[src/rtl/aes_pkg.sv]
// ---------------------------------------------------------------------------
// aes_pkg
// Shared types and constants for the AES MixColumns datapath.
//   byte_t / word_t / state_t : one byte, one column, the full 128-bit state
//   AES_POLY                  : low byte of x^8+x^4+x^3+x+1
//   mc_state_t                : engine FSM states
//   xtime()                   : multiply one byte by x in GF(2^8)
// ---------------------------------------------------------------------------
package aes_pkg;

  typedef logic [7:0]   byte_t;
  typedef logic [31:0]  word_t;
  typedef logic [127:0] state_t;

  localparam byte_t AES_POLY = 8'h1B;

  typedef enum logic [1:0] {
    IDLE,
    BUSY,
    DONE
  } mc_state_t;

  // Multiplying by x is a left shift. When the top bit falls off, the
  // result is reduced by XORing in the polynomial. This is a carry-less
  // operation, so no integer addition is involved.
  function automatic byte_t xtime(input byte_t b, input byte_t poly);
    return {b[6:0], 1'b0} ^ (b[7] ? poly : 8'h00);
  endfunction

endpackage

[src/rtl/mixcolumn_col.sv]
// ---------------------------------------------------------------------------
// mixcolumn_col
// Combinational single-column MixColumns / InvMixColumns mixer.
// Ports:
//   inverse_i : 0 = forward matrix {2,3,1,1}, 1 = inverse matrix {14,11,13,9}
//   col_i     : input column, row r byte at col_i[31-8r -: 8]
//   col_o     : mixed column, same byte layout
// ---------------------------------------------------------------------------
module mixcolumn_col
  import aes_pkg::*;
#(
  parameter byte_t POLY = AES_POLY
) (
  input  logic        inverse_i,
  input  logic [31:0] col_i,
  output logic [31:0] col_o
);

  byte_t a  [4];
  byte_t m1 [4];
  byte_t m2 [4];
  byte_t m3 [4];
  byte_t b  [4];

  // Every coefficient in both matrices can be built from the x, x^2 and x^3
  // powers of a byte plus the byte itself:
  //   2 = x         3 = x ^ 1
  //   9 = x^3 ^ 1   11 = x^3 ^ x ^ 1
  //   13 = x^3 ^ x^2 ^ 1   14 = x^3 ^ x^2 ^ x
  // Each power is computed once per byte, and the results are shared by
  // all four output rows.
  for (genvar r = 0; r < 4; r++) begin : g_row
    assign a[r]  = col_i[31-8*r -: 8];
    assign m1[r] = xtime(a[r], POLY);
    assign m2[r] = xtime(m1[r], POLY);
    assign m3[r] = xtime(m2[r], POLY);

    assign b[r] = inverse_i
      ? ((m3[r]       ^ m2[r]       ^ m1[r])
       ^ (m3[(r+1)%4] ^ m1[(r+1)%4] ^ a[(r+1)%4])
       ^ (m3[(r+2)%4] ^ m2[(r+2)%4] ^ a[(r+2)%4])
       ^ (m3[(r+3)%4] ^ a[(r+3)%4]))
      : (m1[r]
       ^ (m1[(r+1)%4] ^ a[(r+1)%4])
       ^ a[(r+2)%4]
       ^ a[(r+3)%4]);

    assign col_o[31-8*r -: 8] = b[r];
  end

endmodule

[src/rtl/mixcolumns_seq.sv]
// ---------------------------------------------------------------------------
// mixcolumns_seq
// Iterative AES MixColumns / InvMixColumns engine. A 128-bit state is
// accepted, mixed COLS columns per cycle, and then held until it is consumed.
// Ports:
//   clk, reset          : clock; asynchronous active-high reset
//   in_valid / in_ready : input handshake (in_ready is high only in IDLE)
//   din, inverse        : state and direction, sampled only on accept
//   out_valid/out_ready : output handshake; dout is held while out_valid=1
//   dout                : mixed state (reads as zero unless out_valid=1)
//   busy                : high while a state is being processed or is held
// COLS must be 1, 2 or 4. Processing takes 4/COLS cycles.
// ---------------------------------------------------------------------------
module mixcolumns_seq
  import aes_pkg::*;
#(
  parameter int    COLS = 1,
  parameter byte_t POLY = AES_POLY
) (
  input  logic         clk,
  input  logic         reset,
  input  logic         in_valid,
  output logic         in_ready,
  input  logic [127:0] din,
  input  logic         inverse,
  output logic         out_valid,
  input  logic         out_ready,
  output logic [127:0] dout,
  output logic         busy
);

  mc_state_t  state_q, state_d;
  logic [1:0] col_cnt_q, col_cnt_d;
  state_t     work_q, work_d;
  logic       inv_q, inv_d;

  word_t      colsIn  [4];
  word_t      colsOut [4];
  word_t      grpIn   [COLS];
  word_t      grpOut  [COLS];
  state_t     workMixed;
  logic [2:0] cntSum;

  // Split the work register into columns. Column 0 is the most significant word.
  for (genvar c = 0; c < 4; c++) begin : g_unpack
    assign colsIn[c] = work_q[127-32*c -: 32];
  end

  // One mixer per lane. Lane k works on column col_cnt+k. col_cnt only
  // advances in steps of COLS, so a group never wraps past column 3.
  for (genvar k = 0; k < COLS; k++) begin : g_lane
    assign grpIn[k] = colsIn[col_cnt_q + 2'(k)];

    mixcolumn_col #(
      .POLY(POLY)
    ) u_col (
      .inverse_i(inv_q),
      .col_i    (grpIn[k]),
      .col_o    (grpOut[k])
    );
  end

  // A column is replaced when it belongs to the group that starts at col_cnt.
  // Group boundaries are multiples of COLS, so one equality test against
  // the group's first column is enough. The lane that serves column c is
  // c % COLS.
  for (genvar c = 0; c < 4; c++) begin : g_merge
    assign colsOut[c] = (col_cnt_q == 2'((c / COLS) * COLS))
                        ? grpOut[c % COLS] : colsIn[c];
    assign workMixed[127-32*c -: 32] = colsOut[c];
  end

  assign cntSum = {1'b0, col_cnt_q} + 3'(COLS);

  // Next-state logic. The state is latched on accept and then mixed in
  // place one group per cycle. The FSM moves to DONE once the last group
  // has been written back, and it leaves DONE only on an output handshake.
  // in_ready is low in DONE, so a new state cannot be accepted in the same
  // cycle that a result is consumed.
  always_comb begin
    state_d   = state_q;
    col_cnt_d = col_cnt_q;
    work_d    = work_q;
    inv_d     = inv_q;

    case (state_q)
      IDLE: begin
        if (in_valid) begin
          work_d    = din;
          inv_d     = inverse;
          col_cnt_d = 2'd0;
          state_d   = BUSY;
        end
      end
      BUSY: begin
        work_d = workMixed;
        if (cntSum == 3'd4) begin
          col_cnt_d = 2'd0;
          state_d   = DONE;
        end else begin
          col_cnt_d = cntSum[1:0];
        end
      end
      DONE: begin
        if (out_ready) begin
          state_d = IDLE;
        end
      end
      default: begin
        state_d = IDLE;
      end
    endcase
  end

  // State register. Reset aborts any transaction in flight and clears the
  // work register, so a partially mixed state can never leak out later.
  always_ff @(posedge clk or posedge reset) begin
    if (reset) begin
      state_q   <= IDLE;
      col_cnt_q <= 2'd0;
      work_q    <= '0;
      inv_q     <= 1'b0;
    end else begin
      state_q   <= state_d;
      col_cnt_q <= col_cnt_d;
      work_q    <= work_d;
      inv_q     <= inv_d;
    end
  end

  // Outputs are decoded from the state register. dout is gated with
  // out_valid, so a partially mixed state is never visible on the port.
  assign in_ready  = (state_q == IDLE);
  assign out_valid = (state_q == DONE);
  assign busy      = (state_q == BUSY) || (state_q == DONE);
  assign dout      = out_valid ? work_q : '0;

endmodule

[config.mk]
export PLATFORM = sky130hd
export DESIGN_NAME = mixcolumns_seq
export DESIGN_NICKNAME = d
export VERILOG_FILES = /design/src/rtl/aes_pkg.sv /design/src/rtl/mixcolumn_col.sv /design/src/rtl/mixcolumns_seq.sv
export SDC_FILE = /design/constraint.sdc
export NUM_CORES = 1
export LEC_CHECK = 0
export CELL_PAD_IN_SITES_DETAIL_PLACEMENT = 1
export CELL_PAD_IN_SITES_GLOBAL_PLACEMENT = 2
export CORE_MARGIN = 1.5
export CORE_UTILIZATION = 35
export CTS_BUF_LIST = sky130_fd_sc_hd__clkbuf_4 sky130_fd_sc_hd__clkbuf_8 sky130_fd_sc_hd__clkbuf_16
export CTS_CLUSTER_SIZE = 28
export DETAILED_ROUTE_END_ITERATION = 6
export DONT_BUFFER_PORTS = 1
export GPL_TIMING_DRIVEN = 0
export HOLD_SLACK_MARGIN = 0.02
export PLACE_DENSITY_LB_ADDON = 0.1
export SKIP_LAST_GASP = 1
export SYNTH_ARGS = -nofsm -noshare
export SYNTH_HDL_FRONTEND = slang
export SYNTH_SLANG_ARGS = --single-unit
[constraint.sdc]
create_clock -name clk -period 6.15 [get_ports clk]
set_clock_uncertainty 0.05 [all_clocks]
set_input_delay 1.23 -clock clk [delete_from_list [all_inputs] [get_ports clk]]
set_output_delay 1.23 -clock clk [all_outputs]
set_load 0.02 [all_outputs]
Yosys cells after proc, flatten, opt, wreduce, memory -nomap -nowiden --
Cells that the tools add are included.
Storage, ports and cells: output and inout bits 131, input port bits 133, register bits 133
Operators by class: $add $sub $neg 1, eq/ne operators 13, multiplexer cells 33, bitwise operators 65, order comparisons 1, reduce and logical (&&, ||, !) cells 11
Operators by type and width (number):
- $xor 8x8->8 | 64
- $mux 128 | 2
- $pmux 128 s2 | 1
- $mux 32 | 6
- $bmux 32 s2 | 1
- $mux 5 | 12
- $mux 8 | 4
- $reduce_and 3->1 | 5
- $ne 2x2->1 const B | 6
- $mux 2 | 5
- $eq 2x2->1 const B | 3
- $pmux 2 s3 | 1
- $eq 2x1->1 const B | 2
- $logic_not 2->1 | 2
- $pmux 2 s2 | 1
- $reduce_and 2->1 | 2
- $add 2x1->3 const B | 1
- $eq 3x3->1 const B | 1
- $ge 3x3->1 const B | 1
- $not 2->3 | 1
- $ne 2x1->1 const B | 1
- $reduce_bool 2->1 | 1
- $logic_or 1x1->1 | 1

Logic depth before layout (Yosys ltp) --
depth in word-level cells 18, depth in mapped cells 11, depth with buffers taken out 8

Modules after synthesis --
From an unflattened synthesis, not the netlist that was laid out.
Second synthesis, totals: cells, all modules 1075, area total of the unflattened synthesis 10692.8 um^2
By module, submodules not included:
- mixcolumns_seq | instances 1, area an instance 8100.3 um^2, seq. area each 3328.2 um^2, cells an instance 800
- mixcolumn_col | instances 1, area an instance 2592.5 um^2, seq. area each 0.0 um^2, cells an instance 275

Worst setup path before layout --
OpenSTA, ideal clock, no wires.
path type reg-to-reg, start register col_cnt_q[1], end register work_q[108] (netlist: colsIn[108]), cell stages (with the launch flop) 11, arrival 2.957 ns, path slack 3.011 ns, path buffers 3, path through dfrtp_1 -> buf_6 -> buf_8 -> mux4_2 -> buf_4 -> xnor3_1 -> xor2_2 -> xnor2_1 -> xor3_1 -> a21oi_1 -> o21ai_0
Between the ends: longest elaborated chain between the ends 16, elaborated cells between the ends (all ways) 47
RTL lines:
- start: declaration | line mixcolumns_seq.sv:33 | logic [1:0] col_cnt_q, col_cnt_d;
- start signal: assignment | line mixcolumns_seq.sv:125 | col_cnt_q <= col_cnt_d;
- $not 2->3 (implied by the code) | line mixcolumns_seq.sv:52 | assign grpIn[k] = colsIn[col_cnt_q + 2'(k)];
- $bmux 32 s2 | line mixcolumns_seq.sv:52
- $mux 32 (implied by the code) (2 in series) | line mixcolumns_seq.sv:52
- $xor 8x8->8 | line aes_pkg.sv:27 | return {b[6:0], 1'b0} ^ (b[7] ? poly : 8'h00);
- $mux 5 / $xor 8x8->8 (equally long branches) | line aes_pkg.sv:27
- $xor 8x8->8 / $mux 5 (equally long branches) | line aes_pkg.sv:27
- $xor 8x8->8 | line aes_pkg.sv:27
- $xor 8x8->8, on equally long branches (2 in series) | line mixcolumn_col.sv:39, mixcolumn_col.sv:40
- $xor 8x8->8 | line mixcolumn_col.sv:40 | ^ (m3[(r+1)%4] ^ m1[(r+1)%4] ^ a[(r+1)%4])
- $xor 8x8->8 | line mixcolumn_col.sv:41 | ^ (m3[(r+2)%4] ^ m2[(r+2)%4] ^ a[(r+2)%4])
- $xor 8x8->8 | line mixcolumn_col.sv:42 | ^ (m3[(r+3)%4] ^ a[(r+3)%4]))
- $mux 8 | line mixcolumn_col.sv:39 | ? ((m3[r] ^ m2[r] ^ m1[r])
- $mux 32 | line mixcolumns_seq.sv:69 | ? grpOut[c % COLS] : colsIn[c];
- $pmux 128 s2 | line mixcolumns_seq.sv:86 | case (state_q)
- end signal: assignment | line mixcolumns_seq.sv:126 | work_q <= work_d;
- end: declaration | line mixcolumns_seq.sv:34 | state_t work_q, work_d;
Several ways; a longest one is shown, not always the timed one. The select of a mux whose other input is x is not followed. A chain may end at the register's enable or synchronous reset.

Worst setup path after layout --
start register state_q[0], end output dout[113]
Between the ends: longest elaborated chain between the ends 2
RTL lines:
- start: declaration | line mixcolumns_seq.sv:32 | mc_state_t state_q, state_d;
- start signal: assignment | line mixcolumns_seq.sv:124 | state_q <= state_d;
- $eq 2x2->1 | line mixcolumns_seq.sv:134 | assign out_valid = (state_q == DONE);
- net out_valid | line mixcolumns_seq.sv:26 | output logic out_valid,
- $mux 128 | line mixcolumns_seq.sv:136 | assign dout = out_valid ? work_q : '0;
- end: declaration | line mixcolumns_seq.sv:28 | output logic [127:0] dout,
The timed path passes the listed nets, and every way through them passes these cells.

==> results.json <==
{
  "cp_common_cell": "clkbuf_1",
  "num-nets-final": 1240,
  "critical_path.cell_chain": "inv_1 -> ha_1 -> clkbuf_1 -> clkbuf_1 -> and2_1",
  "finalSetupViolCount": 0,
  "die-area_um2": 30640,
  "synthDistinctLibCells": 43,
  "synth-seq-cells": 133,
  "path_depth": 5,
  "syn_nets": 1220,
  "status": "complete, no violations",
  "syn_avg_cell_area_um2": 9.591,
  "synth-adder-area-share_pct": 0.8455,
  "clk_latency_ns": 0.45,
  "synth_cells": 1080,
  "maxCapViolations": 0,
  "worstPathMaxFanout": 10,
  "path_class": "reg -> out",
  "worst_slack_ns": 1.559,
  "clkSinkCount": 133,
  "min_period_over_period_pct": 74.66,
  "grt_max_degree": 74,
  "hold_class": "reg -> reg",
  "preCtsSetupSlack_ns": 1.940,
  "gr-total-overflow": 0,
  "cp-end-kind": "primary output",
  "cts_hold_buf": 0,
  "antenna_found_initial": 3,
  "fp.dieH_um": 175.0,
  "cts_tree": "built",
  "slowest_stage": "clkbuf_1",
  "grt_use_total_pct": 31.81,
  "nFillCells": 3328,
  "synth-compound-area-share_pct": 12.80,
  "synthMuxAreaShare_pct": 7.259,
  "gp_congestion": 0.9345,
  "wl_per_cell_um": 32.06,
  "multi_input_area_um2": 6569,
  "grt_pass1_wl_mm": 67.59,
  "fin_crit_ns": 4.591,
  "drive_gt1_share_pct": 9.524,
  "synthFlopType": "dfrtp_1",
  "vias_per_cell": 5.677,
  "detail-route-antenna-nets": 0,
  "cts_root_buffer": "clkbuf_16",
  "max_stage_delay_ns": 0.87,
  "synth_top_family_by_area": "XOR/XNOR gates",
  "timing.fmax_mhz": 217.8,
  "worst_pin_slew_ns": 1.150,
  "htree_num_levels": 4,
  "die_w_um": 175.0,
  "cts_made_buffers": 17,
  "required_ns": 4.87,
  "cts_resized": 0,
  "mappedNetlistArea_um2": 10360,
  "dp_hpwl_mm": 36.41,
  "clk_pin_slew_worst_paths_ns": 0.07,
  "synthArstFlopShare_pct": 100.0,
  "ys_seq_area_share_pct": 32.13,
  "rsz0062_at_grt": "false",
  "hold_violations": 0,
  "critical_path_buf_inv_count": 3,
  "first_pass_iters": 5,
  "port_buffers": 0,
  "cp.arrival_ns": 3.31,
  "synth_simple_gate_area_share_pct": 17.20,
  "core_um2": 28940,
  "synth_edf_count": 0,
  "cts_setup_buffers": 0,
  "maxSlewViolCount": 0,
  "drtIter0Drc": 638,
  "grt_pass1_vias": 8990,
  "rr_worst_depth": 11,
  "wirelength_mm": 48.06,
  "ios": 264,
  "initial_utilization_pct": 35.80,
  "max-clock-path-buffers": 2,
  "cp-start-kind": "flop",
  "num_vias": 8510,
  "register_area_um2": 3328,
  "critical-path-top-delay-family": "buffers and inverters",
  "worst_hold_path.num_cells": 2,
  "max-slew-margin-rel_pct": 23.31,
  "rows": 62,
  "drc": 0,
  "ys_warn_count": 0,
  "synth_xor_area_share_pct": 25.30,
  "syn_to_final_growth_pct": 10.60
}
## flip-flops by register name (all words and copies together), names as in the netlist
signal	flops
state_q	2
colsIn	128
inv_q	1
col_cnt_q	2
## stage by stage
| stage | TNS (ns) | util, % | instance area, µm² | hold WS (ns) | std cells |
|---|---|---|---|---|---|
| 3_5_place_dp | 0 | 37.57 | 10870 | 0.4368 | 1465 |
| 5_1_grt | 0 | 39.59 | 11450 | 0.4705 | 1498 |
| 6_report | 0 | 39.60 | 11460 | 0.4482 | 1499 |
| 2_1_floorplan | 0 | - | 10360 | 0.4069 | 1080 |
| 4_1_cts | 0 | 39.58 | 11450 | 0.4517 | 1497 |
| 3_3_place_gp | -106.49 | 37.46 | 10840 | 0.4221 | 1464 |
## final cells by class
cell class	count	share of cell area, %
diodes	2	0.04368
plain buffers	86	3.735
clock buffers	18	3.779
clock inverters	14	1.289
inverters	9	0.3385
multi-input cells	852	57.33
flip-flops and latches	133	29.05
well taps	384	4.194
repair buffers	1	0.2403
## cells by family (layout without fill, tap and decap cells)
group | Yosys count | in the layout
mux | 35 | 35
xor+xnor | 216 | 216
simple gates | 378 | 378
fa+ha+maj | 7 | 7
compound gates | 216 | 216
flops | 133 | 133
buf+inv | 95 | 128
other cells | 0 | 2
## placed cells by master (no fill, tap or decap), drive strengths merged, types with 3 or more instances in the layout
cell    synthesis  routed
xnor3          33      33
mux4           32      32
nand2b          4       4
xor2           37      37
xor3           12      12
o21ai          78      78
a21oi          32      32
ha              7       7
clkinv          0       5
clkbuf         61      79
a31oi          24      24
buf            25      26
inv             9      14
o22ai           6       6
o21a            3       3
nor2          112     112
a22o            8       8
dfrtp         133     133
nand2         122     122
o31ai          56      56
and3            6       6
xnor2         134     134
and2          129     129
## worst reg2reg max path: stages, from the launching register on
cell	delay, ns
dfrtp_1	0.40
buf_6	0.22
buf_6	0.27
buf_6	0.28
mux4_2	0.35
buf_4	0.22
xnor3_1	0.47
xor2_2	0.22
xnor2_1	0.60
xor3_1	0.44
a21oi_1	0.50
o21ai_0	0.21
## metal layers
metal  part of all wire, %  wire (µm)  up-vias  track usage (%)
met2                    47      22730      323            51.17
met5                     0          0        -                0
met3                   6.5       3141       59            7.311
met1                    44      20920     4425            42.40
li1                      -          -     3703                -
met4                   2.6       1265        0            9.972
## Yosys cell counts (13+ instances only)
| master | n | share of area (%) |
|---|---|---|
| a31oi_1 | 24 | 1.4 |
| a21oi_1 | 32 | 1.5 |
| clkbuf_1 | 61 | 2.2 |
| nand2_1 | 122 | 4.4 |
| and2_1 | 129 | 7.8 |
| o21ai_0 | 65 | 3.1 |
| xnor3_1 | 32 | 7.0 |
| nor2_1 | 112 | 4.1 |
| o31ai_1 | 56 | 4.1 |
| xnor2_1 | 125 | 11 |
| xor2_1 | 35 | 3.0 |
| mux4_2 | 32 | 7.0 |
| dfrtp_1 | 133 | 32 |
| o21ai_1 | 13 | 0.63 |
## worst paths after layout
check | startpoint | endpoint | slack (ns)
worst max-delay path | state_q[0]$_DFFE_PP0P_ | dout[113] | 1.56
worst min-delay path | colsIn[74]$_DFFE_PP0P_ | colsIn[74]$_DFFE_PP0P_ | 0.45
worst max register to register | col_cnt_q[0]$_DFFE_PP0P_ | colsIn[108]$_DFFE_PP0P_ | 1.76
worst min register to register | colsIn[74]$_DFFE_PP0P_ | colsIn[74]$_DFFE_PP0P_ | 0.45
max in group asynchronous | reset | colsIn[71]$_DFFE_PP0P_ | 4.54
min in group asynchronous | reset | colsIn[123]$_DFFE_PP0P_ | 0.67
Power is left out: the tool's default activity adds up to more than one toggle a clock period on the data nets, which glitch-free logic cannot reach.
